File: src/rtl/fir4_feeder.sv
// Sample feeder for the shared-multiplier 4-tap FIR: buffers samples in a FIFO and
// issues one start per sample. It holds the coefficient bank and runs a done watchdog.
module fir4_feeder #(
    parameter int DEPTH   = 8,
    parameter int TIMEOUT = 15
) (
    input  logic                     clk,
    input  logic                     rst_n,
    input  logic                     in_valid,
    output logic                     in_ready,
    input  logic [7:0]               in_data,
    input  logic                     flush,
    input  logic                     cfg_we,
    input  logic [1:0]               cfg_addr,
    input  logic [7:0]               cfg_data,
    output logic [7:0]               h0,
    output logic [7:0]               h1,
    output logic [7:0]               h2,
    output logic [7:0]               h3,
    output logic                     fir_start,
    output logic [7:0]               fir_x,
    input  logic                     fir_done,
    output logic [$clog2(DEPTH):0]   fifo_count,
    output logic [15:0]              issued_cnt,
    output logic                     timeout_err
);
    localparam int AW = $clog2(DEPTH);
    localparam int CW = AW + 1;
    localparam int TW = $clog2(TIMEOUT) + 1;

    typedef enum logic {
        ST_IDLE,
        ST_WAIT
    } state_t;

    state_t          state_reg, state_next;
    logic [TW-1:0]   timer_reg, timer_next;
    logic [AW-1:0]   wr_ptr_reg, rd_ptr_reg;
    logic [CW-1:0]   count_reg;
    logic            fir_start_reg;
    logic [7:0]      fir_x_reg;
    logic [15:0]     issued_reg;
    logic            timeout_reg;
    logic [7:0]      mem [DEPTH];
    logic [7:0]      coef [4];

    logic push, issue, abort, done_eff;

    assign in_ready = (count_reg < CW'(DEPTH)) && !flush;
    assign push     = in_valid && in_ready;
    // A done arriving while start is still high belongs to no issued sample.
    assign done_eff = fir_done && !fir_start_reg;

    always_comb begin
        state_next = state_reg;
        timer_next = timer_reg;
        issue      = 1'b0;
        abort      = 1'b0;
        case (state_reg)
            ST_IDLE: begin
                if (count_reg != '0 && !flush) begin
                    issue      = 1'b1;
                    state_next = ST_WAIT;
                end
            end
            ST_WAIT: begin
                if (done_eff) begin
                    // The entries being flushed are never issued, even on a done edge.
                    if (count_reg != '0 && !flush) begin
                        issue = 1'b1;
                    end else begin
                        state_next = ST_IDLE;
                    end
                end else if (timer_reg == TW'(TIMEOUT - 1)) begin
                    abort      = 1'b1;
                    state_next = ST_IDLE;
                end else begin
                    timer_next = timer_reg + TW'(1);
                end
            end
            default: state_next = ST_IDLE;
        endcase
        if (issue) begin
            timer_next = '0;
        end
    end

    always_ff @(posedge clk or negedge rst_n) begin
        if (!rst_n) begin
            state_reg     <= ST_IDLE;
            timer_reg     <= '0;
            wr_ptr_reg    <= '0;
            rd_ptr_reg    <= '0;
            count_reg     <= '0;
            fir_start_reg <= 1'b0;
            fir_x_reg     <= 8'd0;
            issued_reg    <= 16'd0;
            timeout_reg   <= 1'b0;
        end else begin
            state_reg     <= state_next;
            timer_reg     <= timer_next;
            fir_start_reg <= issue;
            if (issue) begin
                fir_x_reg  <= mem[rd_ptr_reg];
                issued_reg <= issued_reg + 16'd1;
            end
            if (abort) begin
                timeout_reg <= 1'b1;
            end
            if (flush) begin
                wr_ptr_reg <= '0;
                rd_ptr_reg <= '0;
                count_reg  <= '0;
            end else begin
                if (push) begin
                    wr_ptr_reg <= wr_ptr_reg + AW'(1);
                end
                if (issue) begin
                    rd_ptr_reg <= rd_ptr_reg + AW'(1);
                end
                case ({push, issue})
                    2'b10:   count_reg <= count_reg + CW'(1);
                    2'b01:   count_reg <= count_reg - CW'(1);
                    default: count_reg <= count_reg;
                endcase
            end
        end
    end

    // Storage array kept free of reset so it maps onto RAM.
    always_ff @(posedge clk) begin
        if (push) begin
            mem[wr_ptr_reg] <= in_data;
        end
    end

    for (genvar gi = 0; gi < 4; gi++) begin : g_coef
        logic [7:0] coef_reg;
        always_ff @(posedge clk or negedge rst_n) begin
            if (!rst_n) begin
                coef_reg <= (gi == 0) ? 8'd1 : 8'd0;
            end else if (cfg_we && cfg_addr == 2'(gi)) begin
                coef_reg <= cfg_data;
            end
        end
        assign coef[gi] = coef_reg;
    end

    assign h0          = coef[0];
    assign h1          = coef[1];
    assign h2          = coef[2];
    assign h3          = coef[3];
    assign fir_start   = fir_start_reg;
    assign fir_x       = fir_x_reg;
    assign fifo_count  = count_reg;
    assign issued_cnt  = issued_reg;
    assign timeout_err = timeout_reg;
endmodule

File: config.mk
export PLATFORM = sky130hd
export DESIGN_NAME = fir4_feeder
export DESIGN_NICKNAME = d
export VERILOG_FILES = /design/src/rtl/fir4_feeder.sv
export SDC_FILE = /design/constraint.sdc
export NUM_CORES = 1
export LEC_CHECK = 0
export CORE_MARGIN = 2
export CORE_UTILIZATION = 35
export DETAILED_ROUTE_END_ITERATION = 10
export DONT_BUFFER_PORTS = 1
export SKIP_CTS_REPAIR_TIMING = 1
export SLEW_MARGIN = 5
export SYNTH_ARGS = -nofsm -noshare
export SYNTH_HDL_FRONTEND = slang
export SYNTH_SLANG_ARGS = --single-unit
File: constraint.sdc
create_clock -name clk -period 5.45 [get_ports clk]
set_input_delay 1.09 -clock clk [delete_from_list [all_inputs] [get_ports clk]]
set_output_delay 1.09 -clock clk [all_outputs]
set_load 0.05 [all_outputs]
After elaboration in Yosys (flattened, before gate mapping) --
Memory sizes are Yosys's and may differ from the RTL's. A register that Yosys moved wholly into a read port is not among the register bits. Index checks and enable logic that the tools add are counted.
Word-level totals: register bits 66, bits in writable memories 64, input bits 24, output and inout bits 63, memories kept 1
Cells by class: add/subtract/negate cells 6, $lt $le $gt $ge 1, equal/unequal tests 8, muxes and demuxes 21, bitwise operators 1, reductions and logical operators 18
Memories:
- mem | depth 8, width 8, rd ports 1, clocked after Yosys merged registers in 1, write ports 1, RTL line 44 | logic [7:0] mem [DEPTH];
Operators with widths (count):
- 2-to-1 mux 5 bit | 4
- adder 16 x 1 -> 16 bit (second input constant) | 1
- 2-to-1 mux 3 bit | 4
- 2-to-1 mux 1 bit | 9
- logical AND 1 bit | 8
- case mux 4 bit (2 select lines) | 1
- adder 3 x 1 -> 3 bit (second input constant) | 2
- == test 2 bit (second input constant) | 3
- nonzero test 2 bit | 3
- adder 5 x 1 -> 5 bit (second input constant) | 1
- == test 5 x 4 -> 1 bit (second input constant) | 1
- adder 4 x 1 -> 4 bit (second input constant) | 1
- == test 2 x 1 -> 1 bit (second input constant) | 2
- < comparator 4 bit (second input constant) | 1
- 2-to-1 mux 4 bit | 1
- inequality test 2 bit (second input constant) | 2
- case mux 1 bit (2 select lines) | 2
- nonzero test 4 bit | 1
- subtractor 4 x 1 -> 4 bit (second input constant) | 1
- zero test 1 bit | 3
- AND reduction 3 bit | 1
- nonzero test 3 bit | 1
- zero test 2 bit | 1
- inverter 1 bit | 1

Logic depth before layout (Yosys ltp) --
Gate-level depths: netlist of run 1.
word-level depth 8, mapped depth 9, depth with buffers taken out 9

Least setup slack after synthesis of run 1 --
No wires, ideal clock.
path type input -> output, from input port flush, to output port in_ready, arrival time 1.944 ns, data required time 4.360 ns, slack 2.416 ns, stages on the path 2, path buffers 1, cells stage by stage clkbuf_1 nor2_1
On the way: cells in the longest elaborated chain, start to end 2
Ends and longest elaborated chain:
- start: declaration | RTL line 12 | input logic flush,
- zero test 1 bit | RTL line 49 | assign in_ready = (count_reg < CW'(DEPTH)) && !flush;
- logical AND 1 bit | RTL line 49
- end: declaration | RTL line 10 | output logic in_ready,
No other way between the ends.

Worst setup path in the final report of run 1 --
from register count_reg[3], in the netlist fifo_count[3], to output port in_ready
On the way: cells in the longest elaborated chain, start to end 2
Ends and longest elaborated chain:
- start: declaration | RTL line 39 | logic [CW-1:0] count_reg;
- start signal: assignment | RTL line 122 | 2'b10: count_reg <= count_reg + CW'(1);
- start signal: assignment | RTL line 123 | 2'b01: count_reg <= count_reg - CW'(1);
- start signal: assignment | RTL line 124 | default: count_reg <= count_reg;
- < comparator 4 bit | RTL line 49
- logical AND 1 bit | RTL line 49
No other way between the ends.

==> flow_summary.json, run 1 <==
{
  "finalHoldViolCount": 0,
  "async_reset_ff_frac": 0.536,
  "die_w_um": 130,
  "finClkSkew_ns": 0.00506,
  "grt_max_degree": 75,
  "ant_nets": 0,
  "startpoint": "fifo_count[3]",
  "required_ns": 4.36,
  "overflow": 0,
  "syn_area_per_cell_um2": 16.1,
  "die_area_um2": 17000,
  "outcome": "finished, final reports clean",
  "worstMarginPinSlew_ns": 1.13,
  "cp_slowest_cell": "nor2_1",
  "cp_cell_sequence": "nor2_1",
  "synth_largest_area_cell": "edfxtp_1",
  "clk_path_buf_depth": 2,
  "portBuffers": 0,
  "period_needed_ns": 2.91,
  "grt_use_met2": 0.215,
  "final_max_slew_viol_count": 0,
  "critPathArrivalTime_ns": 1.82,
  "setup_tns_ns": 0,
  "gr-max-usage-layer": "met2",
  "r2r_start": "fifo_count[1]",
  "clk_pin_slew_ns": 0.06,
  "cts_tree": "done",
  "h-tree-depth": 4,
  "clock-sinks": 138,
  "fmax_ghz": 0.344,
  "synth_top_area_share": 0.343,
  "yosys_most_used_dff": "dfrtp_1",
  "areaGrowthSynthToFinish_pct": 14.2,
  "cts_root_buf": "clkbuf_16",
  "rsz0062_at_grt": "false",
  "cpPeakStageDelay_ns": 0.78,
  "cts_buffers": 17,
  "drt_pass1_iterations": 4,
  "top_register": "mem",
  "period_share": 0.534,
  "clk-insertion-delay-late_ns": 0.41,
  "pre_cts_slack_ns": 2.61,
  "core_um2": 15800,
  "grt_pass1_vias": 3054,
  "synth-seq-cells": 138,
  "largest_register_ffs": 64,
  "setup_violations": 0,
  "diodes": 0,
  "startpoint_type": "register",
  "totalWireLength_um": 10400,
  "grt_antenna_before_repair": 0,
  "layout_setup_ws_ns": 2.54,
  "die_h_um": 130,
  "first_iter_violations": 146,
  "synthTopCellsByArea": "edfxtp_1 34%, dfrtp_1 33%, mux2_2 6.6%",
  "slew_headroom": 0.249,
  "p_leak_nw": 2.41,
  "layout-drive-gt1-share": 0.256,
  "num_vias": 2852,
  "drc": 0,
  "path_class": "register to output port",
  "yosysSeqAreaShare": 0.674,
  "gp_congestion": 0.744,
  "max_cap_viol_count": 0,
  "nets": 389,
  "fill_cells": 1445,
  "pin_count": 87,
  "wire_per_inst_um": 17.8,
  "critical-path-top-delay-family": "simple AND/OR/NAND/NOR gates",
  "grt_use_total": 0.132,
  "use_met3": 0.0615,
  "ys_types": 48,
  "crit_buf_inv": 0,
  "synthCells": 347,
  "hold_class": "input pin to async pin",
  "crit_fanout": 8,
  "start_util": 0.355,
  "routed_via_density": 4.86,
  "grt_use_met1": 0.153,
  "peakVddDrop_v": 0.000225,
  "dpl.hpwl_um": 6920,
  "synth_nets": 378,
  "synth_area_um2": 5600,
  "grt_pass1_wl_um": 16600,
  "rows": 46,
  "synth_edf_count": 64,
  "end_kind": "output port",
  "worst-r2r-setup-slack_ns": 3.00,
  "pwr_density_cell_nw_per_um2": 533,
  "yosysWarnings": 0
}
==> power breakdown <==
part / internal [mW] / switching, mW
clock network: 0.645 / 0.432
registers: 1.24 / 0.581
logic: 0.269 / 0.244
==> cell usage in the layout (no fill, tap or decap), types with 7 or more instances in the layout <==
cell	synthesis	final
a21oi_1	9	9
nand3_1	7	7
clkbuf_16	0	17
ha_1	7	7
mux2i_1	11	11
nor2_1	28	28
mux4_2	16	16
mux2_2	33	33
dfrtp_1	73	73
edfxtp_1	64	64
xnor2_1	15	15
nand2_1	14	14
xor2_1	10	10
==> worst paths after layout <==
| check | to | cells past startpoint |
|---|---|---|
| setup / recovery | in_ready | 1 |
| hold / removal | issued_cnt[10] | 0 |
| setup reg to reg | issued_cnt[11] | 7 |
| hold reg to reg | timer_reg[0] | 1 |
| max in group asynchronous | h0[0] | 0 |
| min in group clk | timer_reg[0] | 1 |
==> per-stage QoR <==
step | instance area (µm²) | power [mW] | instances | hold slack (ns) | util
finish | 6390 | 3.41 | 587 | 0.373 | 0.405
global route | 6390 | 3.60 | 587 | 0.340 | 0.405
CTS | 6390 | 3.45 | 587 | 0.345 | 0.405
detailed placement | 5830 | 2.36 | 555 | 0.545 | 0.370
global placement | 5830 | 2.34 | 555 | 0.529 | 0.370
floorplan | 5600 | 2.23 | 347 | 0.496 | -
==> cells by family (layout without fill, tap and decap cells) <==
| family | Yosys count | count (layout) | synth area share |
|---|---|---|---|
| mux | 60 | 60 | 0.150 |
| buf+inv | 13 | 37 | 0.0118 |
| simple gates | 83 | 83 | 0.0827 |
| fa+ha+maj | 7 | 7 | 0.0156 |
| flops | 138 | 138 | 0.674 |
| xor+xnor | 26 | 26 | 0.0420 |
| compound gates | 20 | 20 | 0.0232 |
==> cell type report <==
cell class / instances / area [µm²] / share of cell area
repair buffers: 2 / 15.0 / 0.00235
inverters: 3 / 11.3 / 0.00176
well taps: 216 / 270 / 0.0423
flip-flops and latches: 138 / 3770 / 0.590
multi-input cells: 196 / 1760 / 0.275
clock buffers: 20 / 447 / 0.0699
clock inverters: 12 / 118 / 0.0184
==> synth_stat cells (2+ instances only) <==
| master | n |
|---|---|
| nand2b_1 | 4 |
| nand4_1 | 4 |
| buf_2 | 4 |
| xor2_1 | 10 |
| and4_2 | 2 |
| mux4_2 | 16 |
| edfxtp_1 | 64 |
| xnor2_1 | 15 |
| o21bai_1 | 2 |
| mux2i_1 | 11 |
| nand3b_1 | 3 |
| o21ai_0 | 2 |
| and2_1 | 2 |
| inv_1 | 2 |
| dfrtp_1 | 73 |
| mux2_2 | 33 |
| a21oi_1 | 9 |
| nand2b_4 | 2 |
| nor2_1 | 28 |
| ha_1 | 7 |
| nor3_1 | 4 |
| and3_1 | 4 |
| nand3_1 | 7 |
| buf_1 | 2 |
| nand2_1 | 14 |
==> routing by layer <==
metal | part of all wire | wire length (µm)
met5 | 0 | 0
met4 | 0.014 | 148
met3 | 0.095 | 987
met2 | 0.48 | 5060
met1 | 0.41 | 4240
No activity file was read; power rests on OpenSTA's default activity.
==> inputs of run 2 (changes only) <==
==> constraint.sdc (replaced) <==
create_clock -name clk -period 2.8 [get_ports clk]
set_input_delay 0.56 -clock clk [delete_from_list [all_inputs] [get_ports clk]]
set_output_delay 0.56 -clock clk [all_outputs]
set_load 0.05 [all_outputs]
==> run 2 against run 1 <==
  * Total power increased by 100%
  * Sequential share of layout area shrank 1.6 points
  * Clock-buffer cell count is the same
  * Clock skew about the same
  * Critical path depth is 7 higher
  * Highest routed layer unchanged
==> flow_summary.json, run 2 (synthesized netlist as in run 1, its figures left out) <==
{
  "setup_violations": 0,
  "drt_pass1_iterations": 6,
  "rows": 46,
  "slew_headroom": 0.452,
  "start_util": 0.355,
  "h-tree-depth": 4,
  "crit_cells": 8,
  "dpl.hpwl_um": 6980,
  "cpPeakStageDelay_ns": 0.68,
  "routed_via_density": 4.83,
  "ant_nets": 0,
  "cp_cell_sequence": "nor4_2, a21oi_4, nand2b_4, nor2_1, ha_1, a31oi_1, nand3_1, and3b_1",
  "totalWireLength_um": 10400,
  "startpoint_type": "register",
  "first_iter_violations": 159,
  "gp_congestion": 0.758,
  "clk_path_buf_depth": 2,
  "required_ns": 3.10,
  "portBuffers": 0,
  "die_area_um2": 17000,
  "finalHoldViolCount": 0,
  "peakVddDrop_v": 0.000438,
  "setup_tns_ns": 0,
  "critical-path-top-delay-family": "flip-flops",
  "clock-sinks": 138,
  "crit_fanout": 7,
  "path_class": "register to register",
  "die_h_um": 130,
  "die_w_um": 130,
  "pin_count": 87,
  "r2r_start": "fifo_count[2]",
  "grt_pass1_vias": 3054,
  "grt_max_degree": 75,
  "nets": 405,
  "grt_use_total": 0.131,
  "crit_end": "fifo_count[3]",
  "r2r_end": "fifo_count[3]",
  "p_leak_nw": 2.52,
  "finalInstanceArea_um2": 6570,
  "fmax_ghz": 0.438,
  "period_needed_ns": 2.28,
  "cts_root_buf": "clkbuf_16",
  "final_max_slew_viol_count": 0,
  "cp_slowest_cell": "dfrtp_1",
  "final_cell_mix": "73 x dfrtp_1, 64 x edfxtp_1, 33 x mux2_2",
  "worst_hold_slack_ns": 0.0311,
  "critPathArrivalTime_ns": 2.58,
  "cts_buffers": 17,
  "clk_pin_slew_ns": 0.06,
  "grt_antenna_before_repair": 0,
  "top_register": "mem",
  "areaGrowthSynthToFinish_pct": 17.4,
  "largest_register_ffs": 64,
  "rsz0062_at_grt": "false",
  "diodes": 0,
  "placed_cell_area_um2": 5940,
  "overflow": 0,
  "hold_class": "input pin to async pin",
  "layout-drive-gt1-share": 0.284,
  "reg2regPathDepth": 8,
  "period_share": 0.815,
  "pwr_density_cell_nw_per_um2": 1050,
  "finClkSkew_ns": 0.00525,
  "layout_commonest_cell": "dfrtp_1",
  "core_um2": 15800,
  "crit_buf_inv": 0,
  "startpoint": "fifo_count[2]",
  "fill_cells": 1460,
  "drc": 0,
  "outcome": "finished, final reports clean",
  "num_vias": 2910,
  "cts_tree": "done",
  "worst-r2r-setup-slack_ns": 0.52,
  "wire_per_inst_um": 17.2,
  "clk-insertion-delay-late_ns": 0.41,
  "worstMarginPinSlew_ns": 0.822,
  "max_cap_viol_count": 0,
  "end_kind": "register",
  "grt_pass1_wl_um": 16600
}
==> run 2: cell types whose count changed in the layout (fill, tap and decap cells not counted), sizes merged <==
cell,change
buf,+16
bufinv,+2
clkinv,-1
clkinvlp,-1
==> run 2: worst min-delay path by stage <==
stage	start	to	slack (ns)	depth (start not counted)
6_report	rst_n	issued_cnt[11]	0.03	1
5_1_grt	rst_n	issued_cnt[15]	0.04	1
4_1_cts	rst_n	fifo_count[2]	-0.18	0
3_5_place_dp	rst_n	issued_cnt[11]	0.27	0
3_3_place_gp	rst_n	issued_cnt[9]	0.27	0
2_1_floorplan	rst_n	fifo_count[0]	0.26	0
==> run 2: per-stage QoR <==
stage	worst slack [ns]	power (mW)	util	std cells
detailed placement	0.536	4.67	0.377	570
finish	0.518	6.90	0.417	603
CTS	0.529	6.97	0.415	602
global placement	0.594	4.64	0.377	570
global route	0.342	7.29	0.417	603
floorplan	0.594	4.34	-	347
==> run 2: power by group <==
part           total, mW  internal, mW  leakage (nW)  switching (mW)
Clock               2.26          1.41         0.286           0.850
Sequential          3.31          2.41          1.50           0.899
Combinational       1.33         0.594         0.734           0.735
==> run 2: layer usage <==
layer / track usage / vias to the layer above / routed length, µm
met5: 0 / - / 0
met4: 0.0582 / 0 / 134
met2: 0.202 / 80 / 4970
met3: 0.0607 / 8 / 874
met1: 0.160 / 1474 / 4400
li1: - / 1348 / -
==> run 2: layout make-up <==
class / count / area (µm²) / share of cell area
well taps: 216 / 270 / 0.0411
inverters: 3 / 11.3 / 0.00171
flip-flops and latches: 138 / 3770 / 0.574
clock buffers: 20 / 437 / 0.0664
repair buffers: 18 / 155 / 0.0236
clock inverters: 12 / 166 / 0.0253
multi-input cells: 196 / 1760 / 0.267
==> run 2: worst register-to-register path: stages, from the launching register on <==
cell	delay, ns
dfrtp_1	0.68
nor4_2	0.11
a21oi_4	0.28
nand2b_4	0.10
nor2_1	0.18
ha_1	0.30
a31oi_1	0.24
nand3_1	0.10
and3b_1	0.18
==> inputs of run 3 (changes only) <==
==> constraint.sdc (replaced) <==
create_clock -name clk -period 1.9 [get_ports clk]
set_input_delay 0.38 -clock clk [delete_from_list [all_inputs] [get_ports clk]]
set_output_delay 0.38 -clock clk [all_outputs]
set_load 0.05 [all_outputs]
==> run 3 against run 2 <==
  * The run now ends with negative hold slack left
  * Register-to-register slack lost 0.43 ns
  * Flip-flop and latch count is the same
  * Fmax grew 26%
  * Via count grew 4.6%
  * First-iteration DRC count shrank 11%
  * Worst setup slack lost 0.43 ns
  * Critical path type unchanged
  * Critical endpoint unchanged
  * Highest routed layer unchanged
==> flow_summary.json, run 3 (synthesized netlist as in run 1, its figures left out) <==
{
  "h-tree-depth": 4,
  "nets": 431,
  "worstMarginPinSlew_ns": 0.528,
  "grt_antenna_before_repair": 0,
  "grt_use_met1": 0.142,
  "drt_pass1_iterations": 4,
  "overflow": 0,
  "startpoint_type": "register",
  "period_share": 0.956,
  "grt_pass1_wl_um": 16400,
  "gp_congestion": 0.755,
  "clock-sinks": 138,
  "drc": 0,
  "critPathArrivalTime_ns": 2.11,
  "cts_root_buf": "clkbuf_16",
  "pre_cts_slack_ns": -0.00810,
  "diodes": 0,
  "finalHoldViolCount": 74,
  "p_leak_nw": 2.62,
  "setup_violations": 0,
  "finalInstanceArea_um2": 6780,
  "routed_via_density": 4.84,
  "gr-max-usage-layer": "met2",
  "p_comb_frac": 0.251,
  "portBuffers": 0,
  "cts_tree": "done",
  "ant_nets": 0,
  "rsz0062_at_grt": "true",
  "use_met3": 0.0525,
  "first_iter_violations": 141,
  "sequentialPowerShare": 0.454,
  "swShare": 0.361,
  "final_max_slew_viol_count": 0,
  "clk_path_buf_depth": 2,
  "num_vias": 3044,
  "grt_pass1_vias": 3089,
  "core_um2": 15800,
  "hold_class": "input pin to async pin",
  "pwr_density_cell_nw_per_um2": 1510,
  "grt_use_total": 0.131,
  "dpl.hpwl_um": 7280,
  "internal_power_mw": 6.56,
  "die_w_um": 130,
  "period_needed_ns": 1.82,
  "wire_per_inst_um": 17.1,
  "fill_cells": 1436,
  "max_cap_viol_count": 0,
  "largest_register_ffs": 64,
  "outcome": "complete, but fails checks",
  "grt_max_degree": 75,
  "path_class": "register to register",
  "required_ns": 2.19,
  "finClkSkew_ns": 0.00731,
  "layout_setup_ws_ns": 0.0838,
  "violations": "negative hold slack",
  "top_register": "mem",
  "final_cell_mix": "68 x dfrtp_1, 64 x edfxtp_1, 41 x buf_4",
  "placed_cell_area_um2": 6160,
  "die_area_um2": 17000,
  "fmax_ghz": 0.551,
  "cts_buffers": 17,
  "crit_fanout": 6,
  "p_switching_mw": 3.70,
  "areaGrowthSynthToFinish_pct": 21.2,
  "layout-drive-gt1-share": 0.351,
  "slew_headroom": 0.647,
  "peakVddDrop_v": 0.000631,
  "power_frac_clock": 0.296,
  "layout_commonest_cell": "dfrtp_1",
  "end_kind": "register",
  "pin_count": 87,
  "clk_pin_slew_ns": 0.06,
  "worst_hold_slack_ns": -0.340,
  "multi_input_area_um2": 1810,
  "clk-insertion-delay-late_ns": 0.41,
  "seq_area_um2": 3780,
  "rows": 46,
  "grt_use_met2": 0.232,
  "totalWireLength_um": 10800,
  "start_util": 0.355,
  "die_h_um": 130
}
==> run 3: cell count changes in the layout (fill, tap and decap cells not counted), moves of 3 or more <==
cell      previous run  this run
dfrtp_1             73        68
dfrtp_2              0         5
clkinv_1             0         3
buf_4               17        41
clkinv_4             4         1
==> run 3: path summary, 6_finish.rpt <==
| check | start | endpoint | slack [ns] | cells past startpoint |
|---|---|---|---|---|
| min in group clk | flush | fifo_count[1] | 0.03 | 1 |
| max in group asynchronous | rst_n | h0[0] | 2.05 | 0 |
| min reg2reg | issued_cnt[13] | issued_cnt[13] | 0.52 | 1 |
| max | fifo_count[3] | fifo_count[3] | 0.08 | 6 |
| min | rst_n | issued_cnt[4] | -0.34 | 0 |
| max reg2reg | fifo_count[3] | fifo_count[3] | 0.08 | 6 |
==> run 3: area by class of cell <==
| cell class | instances | share of cell area |
|---|---|---|
| tap | 216 | 0.0398 |
| sequential | 138 | 0.557 |
| multi-input combinational | 196 | 0.267 |
| timing repair buffer | 44 | 0.0529 |
| clock buffer | 21 | 0.0664 |
| clock inverter | 11 | 0.0144 |
| inverter | 3 | 0.00166 |
==> run 3: through the flow <==
stage / instances / TNS (ns) / utilization / total power, mW
2_1_floorplan: 347 / -0.166 / - / 6.44
3_3_place_gp: 593 / 0 / 0.391 / 7.10
3_5_place_dp: 593 / -0.00810 / 0.391 / 7.17
4_1_cts: 625 / -0.0175 / 0.426 / 10.2
5_1_grt: 629 / -0.00760 / 0.430 / 10.8
6_report: 629 / 0 / 0.430 / 10.3
==> run 3: power groups by stage <==
stage                     clock network [mW]  logic, mW  registers, mW
after floorplan                            0       1.42           5.01
after global placement                     0       2.41           4.70
after CTS                               3.12       2.46           4.67
after global routing                    3.25       2.81           4.71
after detailed placement                   0       2.45           4.72
final                                   3.03       2.57           4.66
==> run 3: worst max-delay path, cell delays in order (launching register included) <==
cell      delay, ns
dfrtp_2        0.39
buf_4          0.23
nor2b_1        0.13
a211oi_1       0.41
o211ai_1       0.19
a21o_1         0.19
and3b_1        0.15
==> run 3: per-layer routing <==
metal	part of all wire	wire, µm
met1	0.41	4420
met2	0.51	5450
met3	0.075	805
met4	0.0090	97
met5	0	0
